===== config.mk =====
export PLATFORM = sky130hd
export DESIGN_NAME = uart_tx_fifo
export DESIGN_NICKNAME = d
export VERILOG_FILES = /design/src/rtl/uart_tx_fifo.sv
export SDC_FILE = /design/constraint.sdc
export NUM_CORES = 1
export LEC_CHECK = 0
export CAP_MARGIN = 20
export CORE_MARGIN = 3
export CORE_UTILIZATION = 40
export DETAILED_ROUTE_END_ITERATION = 8
export PLACE_DENSITY_LB_ADDON = 0.05
export SKIP_CTS_REPAIR_TIMING = 1
export SLEW_MARGIN = 20
export SYNTH_ARGS = -nofsm -noshare
export SYNTH_HDL_FRONTEND = slang
export SYNTH_SLANG_ARGS = --single-unit

===== constraint.sdc =====
create_clock -name clk -period 5.7 [get_ports clk]
set_input_delay 0.855 -clock clk [delete_from_list [all_inputs] [get_ports clk]]
set_output_delay 0.855 -clock clk [all_outputs]
set_load 0.05 [all_outputs]

===== src/rtl/uart_tx_fifo.sv =====
// Byte FIFO plus transmit sequencer feeding uart_top.
// Host bytes enter over wr_valid/wr_ready; the sequencer pops one byte at a
// time, pulses tx_start and paces the next byte on tx_busy.
module uart_tx_fifo #(
    parameter int unsigned DEPTH       = 16,
    parameter int unsigned ACK_TIMEOUT = 8
) (
    input  logic                     clk,
    input  logic                     rst,
    input  logic                     wr_valid,
    input  logic [7:0]               wr_data,
    output logic                     wr_ready,
    input  logic                     flush,
    output logic                     tx_start,
    output logic [7:0]               tx_data,
    input  logic                     tx_busy,
    output logic [$clog2(DEPTH):0]   level,
    output logic                     empty,
    output logic                     full,
    output logic                     overflow,
    output logic                     tx_err
);

    localparam int unsigned PW = $clog2(DEPTH);
    localparam int unsigned LW = PW + 1;
    localparam int unsigned CW = $clog2(ACK_TIMEOUT + 1);

    localparam logic [1:0] IDLE      = 2'd0;
    localparam logic [1:0] START     = 2'd1;
    localparam logic [1:0] WAIT_BUSY = 2'd2;
    localparam logic [1:0] WAIT_DONE = 2'd3;

    logic [7:0]    mem [DEPTH];
    logic [PW-1:0] wr_ptr_q, rd_ptr_q;
    logic [LW-1:0] level_q;
    logic [1:0]    state_q, state_d;
    logic [CW-1:0] tmo_cnt_q;
    logic [7:0]    tx_data_q;
    logic          overflow_q, tx_err_q;
    logic          wr_en, pop, tmo_fire;

    // Status decoded from registered state only; wr_ready also gated by rst.
    assign level    = level_q;
    assign empty    = (level_q == '0);
    assign full     = (level_q == LW'(DEPTH));
    assign wr_ready = !full && !rst;
    assign tx_start = (state_q == START);
    assign tx_data  = tx_data_q;
    assign overflow = overflow_q;
    assign tx_err   = tx_err_q;

    assign wr_en = wr_valid && wr_ready;
    assign pop   = (state_q == IDLE) && !empty && !tx_busy;

    // Sequencer next state; tmo_cnt_q holds WAIT_BUSY cycles already elapsed,
    // so the timeout is decided in the ACK_TIMEOUT-th WAIT_BUSY cycle.
    always_comb begin
        state_d  = state_q;
        tmo_fire = 1'b0;
        unique case (state_q)
            IDLE:      if (pop) state_d = START;
            START:     state_d = WAIT_BUSY;
            WAIT_BUSY: begin
                if (tx_busy) begin
                    state_d = WAIT_DONE;
                end else if (tmo_cnt_q == CW'(ACK_TIMEOUT - 1)) begin
                    tmo_fire = 1'b1;
                    state_d  = IDLE;
                end
            end
            WAIT_DONE: if (!tx_busy) state_d = IDLE;
            default:   state_d = IDLE;
        endcase
    end

    // Sequencer state and acknowledge timeout counter.
    always_ff @(posedge clk) begin
        if (rst) begin
            state_q   <= IDLE;
            tmo_cnt_q <= '0;
        end else begin
            state_q <= state_d;
            if (state_q == START) begin
                tmo_cnt_q <= '0;
            end else if (state_q == WAIT_BUSY) begin
                tmo_cnt_q <= tmo_cnt_q + 1'b1;
            end
        end
    end

    // Pointers and occupancy; flush wins over any write in the same cycle.
    always_ff @(posedge clk) begin
        if (rst || flush) begin
            wr_ptr_q <= '0;
            rd_ptr_q <= '0;
            level_q  <= '0;
        end else begin
            if (wr_en) wr_ptr_q <= wr_ptr_q + 1'b1;
            if (pop)   rd_ptr_q <= rd_ptr_q + 1'b1;
            if (wr_en && !pop) begin
                level_q <= level_q + 1'b1;
            end else if (!wr_en && pop) begin
                level_q <= level_q - 1'b1;
            end
        end
    end

    // Storage array; no reset needed since level gates every read.
    always_ff @(posedge clk) begin
        if (wr_en && !flush) mem[wr_ptr_q] <= wr_data;
    end

    // Popped byte held for uart_top until the next pop.
    always_ff @(posedge clk) begin
        if (rst) begin
            tx_data_q <= '0;
        end else if (pop) begin
            tx_data_q <= mem[rd_ptr_q];
        end
    end

    // Sticky error flags, cleared only by reset.
    always_ff @(posedge clk) begin
        if (rst) begin
            overflow_q <= 1'b0;
            tx_err_q   <= 1'b0;
        end else begin
            if (wr_valid && !wr_ready) overflow_q <= 1'b1;
            if (tmo_fire)              tx_err_q   <= 1'b1;
        end
    end

endmodule


==> results of run 1 <==
[cell families (layout without fill, tap and decap cells)]
family / Yosys count / after routing
AOI/OAI and AO/OA: 69 / 69
xor gates and xnor gates: 10 / 10
adders and majority gates: 11 / 11
buffers and inverters: 28 / 73
DFF: 157 / 157
muxes: 61 / 61
and+or+nand+nor: 80 / 80
[cell usage after synthesis, types with 2 or more instances]
| cell type | number |
|---|---|
| a2111oi_0 | 6 |
| a21o_1 | 2 |
| a21oi_1 | 15 |
| a22oi_1 | 2 |
| a31oi_1 | 4 |
| buf_2 | 9 |
| clkbuf_1 | 9 |
| dfxtp_1 | 29 |
| edfxtp_1 | 128 |
| ha_1 | 10 |
| inv_1 | 7 |
| mux2i_1 | 50 |
| mux4_2 | 10 |
| nand2_1 | 7 |
| nand2b_1 | 3 |
| nand3_1 | 4 |
| nand3b_1 | 4 |
| nor2_1 | 46 |
| nor2b_1 | 3 |
| nor3b_1 | 2 |
| o211ai_1 | 3 |
| o21a_1 | 2 |
| o21ai_0 | 7 |
| o22ai_1 | 22 |
| or3_1 | 2 |
| or3b_1 | 2 |
| xnor2_1 | 5 |
| xor2_1 | 5 |
[final cells by class]
type	count	area, um2	area share, %
Clock inverter	14	193	2.58
Tap cell	211	264	3.53
Multi-Input combinational cell	231	1810	24.2
Sequential cell	157	4430	59.1
Timing Repair Buffer	34	333	4.45
Inverter	7	26.3	0.351
Clock buffer	18	429	5.74
[critical path, cell delays in order]
cell             delay, ns
clkdlybuf4s50_1       0.65
nor2_1                0.20
clkdlybuf4s50_1       0.81
[power by group]
group	switching (mW)	internal [mW]	leakage [nW]
clock network	0.451	0.734	0.298
logic	0.228	0.126	0.652
registers	0.0299	1.27	1.39
[registers in the layout (all words and copies together) (netlist names)]
name and cells:
tmo_cnt_q 4, tx_err 1, rd_ptr_q 4, tx_data 8, level 5, state_q 2
wr_ptr_q 4, mem 128, overflow 1
[metal layers]
metal,wire length (um),track usage (%),share of wire [%]
met5,0,0,0
met4,145,5.89,1.1
met3,497,4.05,3.6
met2,6500,24.8,47
met1,6640,23.4,48
[worst paths after layout]
check                                 to  slack, ns  cells after the start
worst max-delay path            wr_ready       2.33                      3
worst min-delay path            overflow       0.47                      2
worst max register to register  level[4]       2.70                      9
worst min register to register  overflow       0.47                      2
==> results.cfg, run 1 <==
[floorplan]
die_h_um = 132
core-area_mm2 = 0.0154
start_util_pct = 41.5
rows = 45
num_io_pins = 32
die-area_mm2 = 0.0175
die_width_um = 132

[timing]
min_period_ns = 3.37
relSlewSlack_pct = 33.9
setup_slack_ns = 2.33
hold_viol = 0
totalNegativeSetupSlack_ns = 0
fin_hold_ws_ns = 0.469
rsz0062_at_grt = false
max_freq_ghz = 0.297
final_max_slew_viol_count = 0
min_period_over_period_pct = 59.1
fin_skew_ns = 0.00946
tightest_slew_ns = 0.991
setup_viol = 0

[synth]
synth-main-ff-cell = edfxtp_1
ys_seq_elements = 157
synth_xor_area_share_pct = 1.37
synthArstFlopShare_pct = 0
synth_area_leaders = edfxtp_1 (60%), dfxtp_1 (9.1%), mux2i_1 (7.9%)
yosys_warnings = 0
synth_compound_area_share_pct = 7.15
synth_cells = 416
synth_top_family_by_area = multiplexers
yosysTopAreaCellShare_pct = 60.3
synth-edff-count = 128
synth_top_area_cell = edfxtp_1
muxShareOfSynthArea_pct = 11.6
synth_area_mm2 = 0.00637
ys_seq_area_share_pct = 69.4
syn_avg_cell_area_um2 = 15.3
synth_nets = 440
synth_simple_gate_area_share_pct = 6.01
yosysUniqueCellTypes = 46
yosys.area_share.adder_pct = 2.28

[global_route]
grt-ovfl-total = 0
grt_pass1_vias = 3396
grt_max_degree = 57
grt.total_usage_pct = 16.5
grt_antenna_before_repair = 0
grt_pass1_wl_um = 21100

[final_layout]
instances_no_fill = 672
layout_common_cells = edfxtp_1 (128), mux2i_1 (50), nor2_1 (46), clkdlybuf4s50_1 (31), dfxtp_1 (28)
finish.net_count = 472
fill_cells = 1311
postLayoutCoreUtil_pct = 48.7
finalInstanceArea_mm2 = 0.00748
area_growth_pct = 17.4
final_common_cell = edfxtp_1
antennaDiodeCount = 0
drive_gt1_share_pct = 11.3

[route]
post_drt_wl_per_cell_um = 20.5
first_pass_iters = 5
vias = 3464
antenna_left = 0
drt-initial-drc-count = 252
totalWireLength_um = 13800
drc = 0
vias_per_cell = 5.15

[clock_network]
clockBufferDepth = 2
cts_made_buffers = 17
cts-root-buf = clkbuf_16
clk_pin_slew_ns = 0.06
cts_tree = done
clock_latency_ns = 0.42
htreeDepth = 4
clock-sinks = 157

[power]
power_mw = 2.84
peakVddDrop_v = 0.000271
power_leakage_nw = 2.34
p_per_area_mw_per_mm2 = 379

[placement]
dpl_worst_slack_ns = 2.06
hpwl_um = 8770
place_area_mm2 = 0.00686
gp_congestion = 0.778
place.port_buffers = 31
dp_cells = 640

[job]
max_cap_violations = 0

[critical_path]
path_class = in -> out
setup.worst_path.start = rst
cp.required_ns = 4.85
crit_fanout = 13
start_kind = primary input
endpoint_kind = primary output
r2r_start = level[0]
arrival_ns = 2.51

[status]
status = complete, no violations

[min_path]
hold_path.class = reg -> reg
min_from = overflow
Note: power is estimated with default switching activity, not from simulation.
==> run 2, diff against run 1 <==
- clock period: 5.7 -> 3.4 ns (I/O delays scaled with it)
==> run 2 against run 1 <==
Worst hold slack improved by 0.0054 ns. Critical endpoint is now full. Die area unchanged. Combinational power increased by 67%. Sequential power increased by 68%. Design area increased by 1.4%. Critical path type is now reg -> out.
==> results.cfg, run 2 (same netlist as run 1, synthesis figures left out) <==
[timing]
setup_viol = 0
max_freq_ghz = 0.341
tightest_slew_ns = 0.783
final_max_slew_viol_count = 0
min_period_ns = 2.93
rsz0062_at_grt = false
fin_skew_ns = 0.00731
min_period_over_period_pct = 86.2
totalNegativeSetupSlack_ns = 0
setup_slack_ns = 0.470
hold_viol = 0
relSlewSlack_pct = 47.3

[clock_network]
cts_made_buffers = 17
clk_pin_slew_ns = 0.06
htreeDepth = 4
clock-sinks = 157
cts_tree = done
cts-root-buf = clkbuf_16
clock_latency_ns = 0.42
clockBufferDepth = 2

[global_route]
grt-ovfl-total = 0
grt.total_usage_pct = 17.3
grt_pass1_wl_um = 22300
grt_pass1_vias = 3547
grt_antenna_before_repair = 0
grt_max_degree = 20

[final_layout]
antennaDiodeCount = 0
largest_register_ffs = 128
drive_gt1_share_pct = 15.5
layout_common_cells = edfxtp_1 (128), mux2i_1 (50), nor2_1 (46), clkdlybuf4s50_1 (31), dfxtp_1 (28)
area_growth_pct = 19.1
final_common_cell = edfxtp_1
largest_register = mem
finish.net_count = 495

[critical_path]
arrival_ns = 2.42
cp.required_ns = 2.89
slowest_delay_ns = 0.83
path_cells = or4_4 -> nor2_1 -> clkdlybuf4s50_1
path_class = reg -> out
crit_fanout = 6
start_kind = flip-flop
r2r_start = level[0]
setup.worst_path.start = level[0]
endpoint_kind = primary output
slowest_stage = clkdlybuf4s50_1

[route]
drt-initial-drc-count = 272
totalWireLength_um = 14200
first_pass_iters = 5
drc = 0
top_layer_used = met4
vias = 3617
vias_per_cell = 5.20
antenna_left = 0
wl_met3_um = 686
m1WireLength_um = 6900
post_drt_wl_per_cell_um = 20.4
wl_met2_um = 6480

[placement]
dpl_worst_slack_ns = 0.255
gp_congestion = 0.814
place.port_buffers = 31
hpwl_um = 9550

[floorplan]
core-area_mm2 = 0.0154
rows = 45
die_width_um = 132
start_util_pct = 41.5
num_io_pins = 32
die_h_um = 132
die-area_mm2 = 0.0175

[power]
power.switching_mw = 1.16
p_per_area_mw_per_mm2 = 599
peakVddDrop_v = 0.000406
p_int_mw = 3.38
power_frac_comb_pct = 13.0
power_frac_clock_pct = 39.0
seq_power_share_pct = 48.0
power_leakage_nw = 2.43
p_sw_share_pct = 25.6

[min_path]
min_from = tx_err
hold_path.class = reg -> reg

[job]
max_cap_violations = 0

[status]
status = complete, no violations
## run 2: power groups by stage
stage | registers (mW) | logic (mW) | clock network (mW)
6_report | 2.18 | 0.590 | 1.77
5_1_grt | 2.19 | 0.637 | 1.90
3_3_place_gp | 2.22 | 0.591 | 0
2_1_floorplan | 2.31 | 0.295 | 0
4_1_cts | 2.18 | 0.598 | 1.81
3_5_place_dp | 2.22 | 0.594 | 0
## run 2: through the flow
step	hold slack, ns	instance area [um2]	total power [mW]	std cells	util, %
2_1_floorplan	0.503	6370	2.61	416	-
3_3_place_gp	0.450	7030	2.81	663	45.8
3_5_place_dp	0.461	7030	2.82	663	45.8
4_1_cts	0.481	7590	4.59	695	49.4
5_1_grt	0.516	7590	4.73	695	49.4
6_report	0.475	7590	4.54	695	49.4
## run 2: path summary, 6_finish.rpt
kind | depth (start not counted) | slack, ns | end
max reg2reg | 10 | 0.50 | level[4]
max | 3 | 0.47 | full
min reg2reg | 2 | 0.47 | tx_err
min | 2 | 0.47 | tx_err
## run 2: layout make-up
type	count	area, um2
Clock inverter	11	93.8
Fill cell	1309	7780
Clock buffer	21	460
Inverter	7	26.3
Timing Repair Buffer	57	505
Multi-Input combinational cell	231	1810
Tap cell	211	264
Sequential cell	157	4430
## run 2: worst max-delay path, delay by kind of cell (launching register included)
kind,cells,cell delay [ns]
flops,1,0.38
buf+inv,1,0.83
simple gates,2,0.79
## run 2: per-layer routing
| metal | up-vias | track usage [%] |
|---|---|---|
| met3 | 11 | 4.69 |
| met5 | - | 0 |
| met1 | 1824 | 25.3 |
| met2 | 74 | 25.7 |
| met4 | 0 | 4.68 |
| li1 | 1708 | - |
==> run 3, diff against run 2 <==
==> constraint.sdc (replaced) <==
create_clock -name clk -period 3.4 [get_ports clk]
set_input_delay 0.34 -clock clk [delete_from_list [all_inputs] [get_ports clk]]
set_output_delay 0.34 -clock clk [all_outputs]
set_load 0.05 [all_outputs]
==> run 3 against run 2 <==
Largest cell class unchanged. Sequential power is essentially flat. Power is 3.6% higher. Largest power group unchanged. Clock skew is 0.0037 ns higher. Combinational power decreased by 1%.
==> results.cfg, run 3 (same netlist as run 1, synthesis figures left out) <==
[final_layout]
antennaDiodeCount = 0
layout_common_cells = edfxtp_1 (128), mux2i_1 (50), nor2_1 (46), clkdlybuf4s50_1 (31), dfxtp_1 (28)
drive_gt1_share_pct = 14.2
postLayoutCoreUtil_pct = 49.6
largest_register = mem
area_growth_pct = 19.7
largest_register_ffs = 128
finish.net_count = 492
final_common_cell = edfxtp_1

[timing]
setup_viol = 0
relSlewSlack_pct = 50.4
rsz0062_at_grt = false
min_period_ns = 2.97
min_period_over_period_pct = 87.4
final_max_slew_viol_count = 0
hold_viol = 0
totalNegativeSetupSlack_ns = 0
fin_skew_ns = 0.0110
max_freq_ghz = 0.336
tightest_slew_ns = 0.736

[power]
peakVddDrop_v = 0.000332
power_mw = 4.71
p_per_area_mw_per_mm2 = 617
power_leakage_nw = 2.44

[critical_path]
start_kind = flip-flop
path_class = reg -> reg
path_delay_family = simple AND/OR/NAND/NOR gates
crit-reg2reg-capture = level[4]
cp_num_cells = 10
r2r_start = level[0]
r2r_slack_ns = 0.43
cp.required_ns = 3.74
slowest_stage = nor4_1
endpoint_kind = flip-flop
crit_buf_inv = 2
path_cells = nor4_1 -> a211oi_2 -> buf_4 -> ha_1 -> inv_1 -> ha_1 -> a21o_1 -> a21oi_1 -> mux2i_1 -> mux2i_1
crit_fanout = 6
arrival_ns = 3.31
slowest_delay_ns = 0.69
reg2reg_depth = 10

[placement]
place.port_buffers = 31
hpwl_um = 8900
gp_congestion = 0.784

[route]
first_pass_iters = 4
totalWireLength_um = 13600
vias = 3529
antenna_left = 0
vias_per_cell = 5.11
drc = 0
drt-initial-drc-count = 180
post_drt_wl_per_cell_um = 19.7

[global_route]
grt_pass1_wl_um = 21200
use_met2_pct = 23.3
grt_max_degree = 55
use_met3_pct = 3.70
top_usage_layer = met1
grt.total_usage_pct = 16.4
grt_antenna_before_repair = 0
grt_util_met1_pct = 24.9
grt-ovfl-total = 0
grt_pass1_vias = 3449

[min_path]
holdPathStages = 2
min_from = overflow
holdPathEnd = overflow
hold_path.class = reg -> reg

[floorplan]
num_io_pins = 32
rows = 45
start_util_pct = 41.5
die_h_um = 132
die_width_um = 132
die-area_mm2 = 0.0175
core-area_mm2 = 0.0154

[job]
max_cap_violations = 0

[clock_network]
htreeDepth = 4
cts_tree = done
cts-root-buf = clkbuf_16
clockBufferDepth = 2
cts_made_buffers = 17
clock_latency_ns = 0.42
clk_pin_slew_ns = 0.06
clock-sinks = 157

[status]
status = complete, no violations
==> run 3: cell count changes in the layout (fill, tap and decap cells not counted) <==
cell,before,now
buf_12,0,1
buf_4,26,22
bufinv_16,1,4
clkbuf_1,2,4
clkbuf_8,2,0
clkinv_1,0,1
clkinv_2,5,1
clkinvlp_4,4,1
inv_6,0,2
==> run 3: worst max path at each step <==
stage | startpoint | to | slack (ns)
floorplan | level[4] | level[4] | 0.52
global placement | tx_busy | level[4] | 0.44
detailed placement | tx_busy | level[4] | 0.44
CTS | level[0] | level[4] | 0.44
global route | level[0] | level[4] | 0.22
finish | level[0] | level[4] | 0.43
==> run 3: final cells by class <==
cell class                      instances  area (um2)
Multi-Input combinational cell        231        1810
Clock inverter                         10         163
Clock buffer                           21         440
Tap cell                              211         264
Fill cell                            1342        7740
Timing Repair Buffer                   54         495
Inverter                                7        26.3
Sequential cell                       157        4430
==> run 3: power breakdown <==
group | total (mW) | switching (mW) | internal [mW] | leakage, nW
clock network | 1.94 | 0.716 | 1.23 | 0.290
logic | 0.582 | 0.366 | 0.216 | 0.762
registers | 2.18 | 0.0585 | 2.12 | 1.39
total | 4.71 | 1.14 | 3.57 | 2.44
==> run 3: metrics by stage <==
| stage | setup WS, ns | instance area, um2 | std cells | hold WS, ns |
|---|---|---|---|---|
| final | 0.428 | 7630 | 691 | 0.469 |
| after global routing | 0.223 | 7630 | 691 | 0.527 |
| after CTS | 0.435 | 7630 | 691 | 0.478 |
| after detailed placement | 0.438 | 7020 | 660 | 0.464 |
| after global placement | 0.443 | 7020 | 660 | 0.457 |
| after floorplan | 0.517 | 6370 | 416 | 0.439 |
==> run 3: per-layer routing <==
| metal | part of all wire (%) | vias up |
|---|---|---|
| li1 | - | 1712 |
| met1 | 51 | 1760 |
| met2 | 45 | 50 |
| met3 | 3.8 | 7 |
| met4 | 0.65 | 0 |
| met5 | 0 | - |
==> run 3: worst min-delay path: cells and delay by family, from the launching register on <==
family	cells	cell delay [ns]
AO/OA/AOI/OAI	1	0.04
flip-flops	1	0.32
AND/OR/NAND/NOR	1	0.07
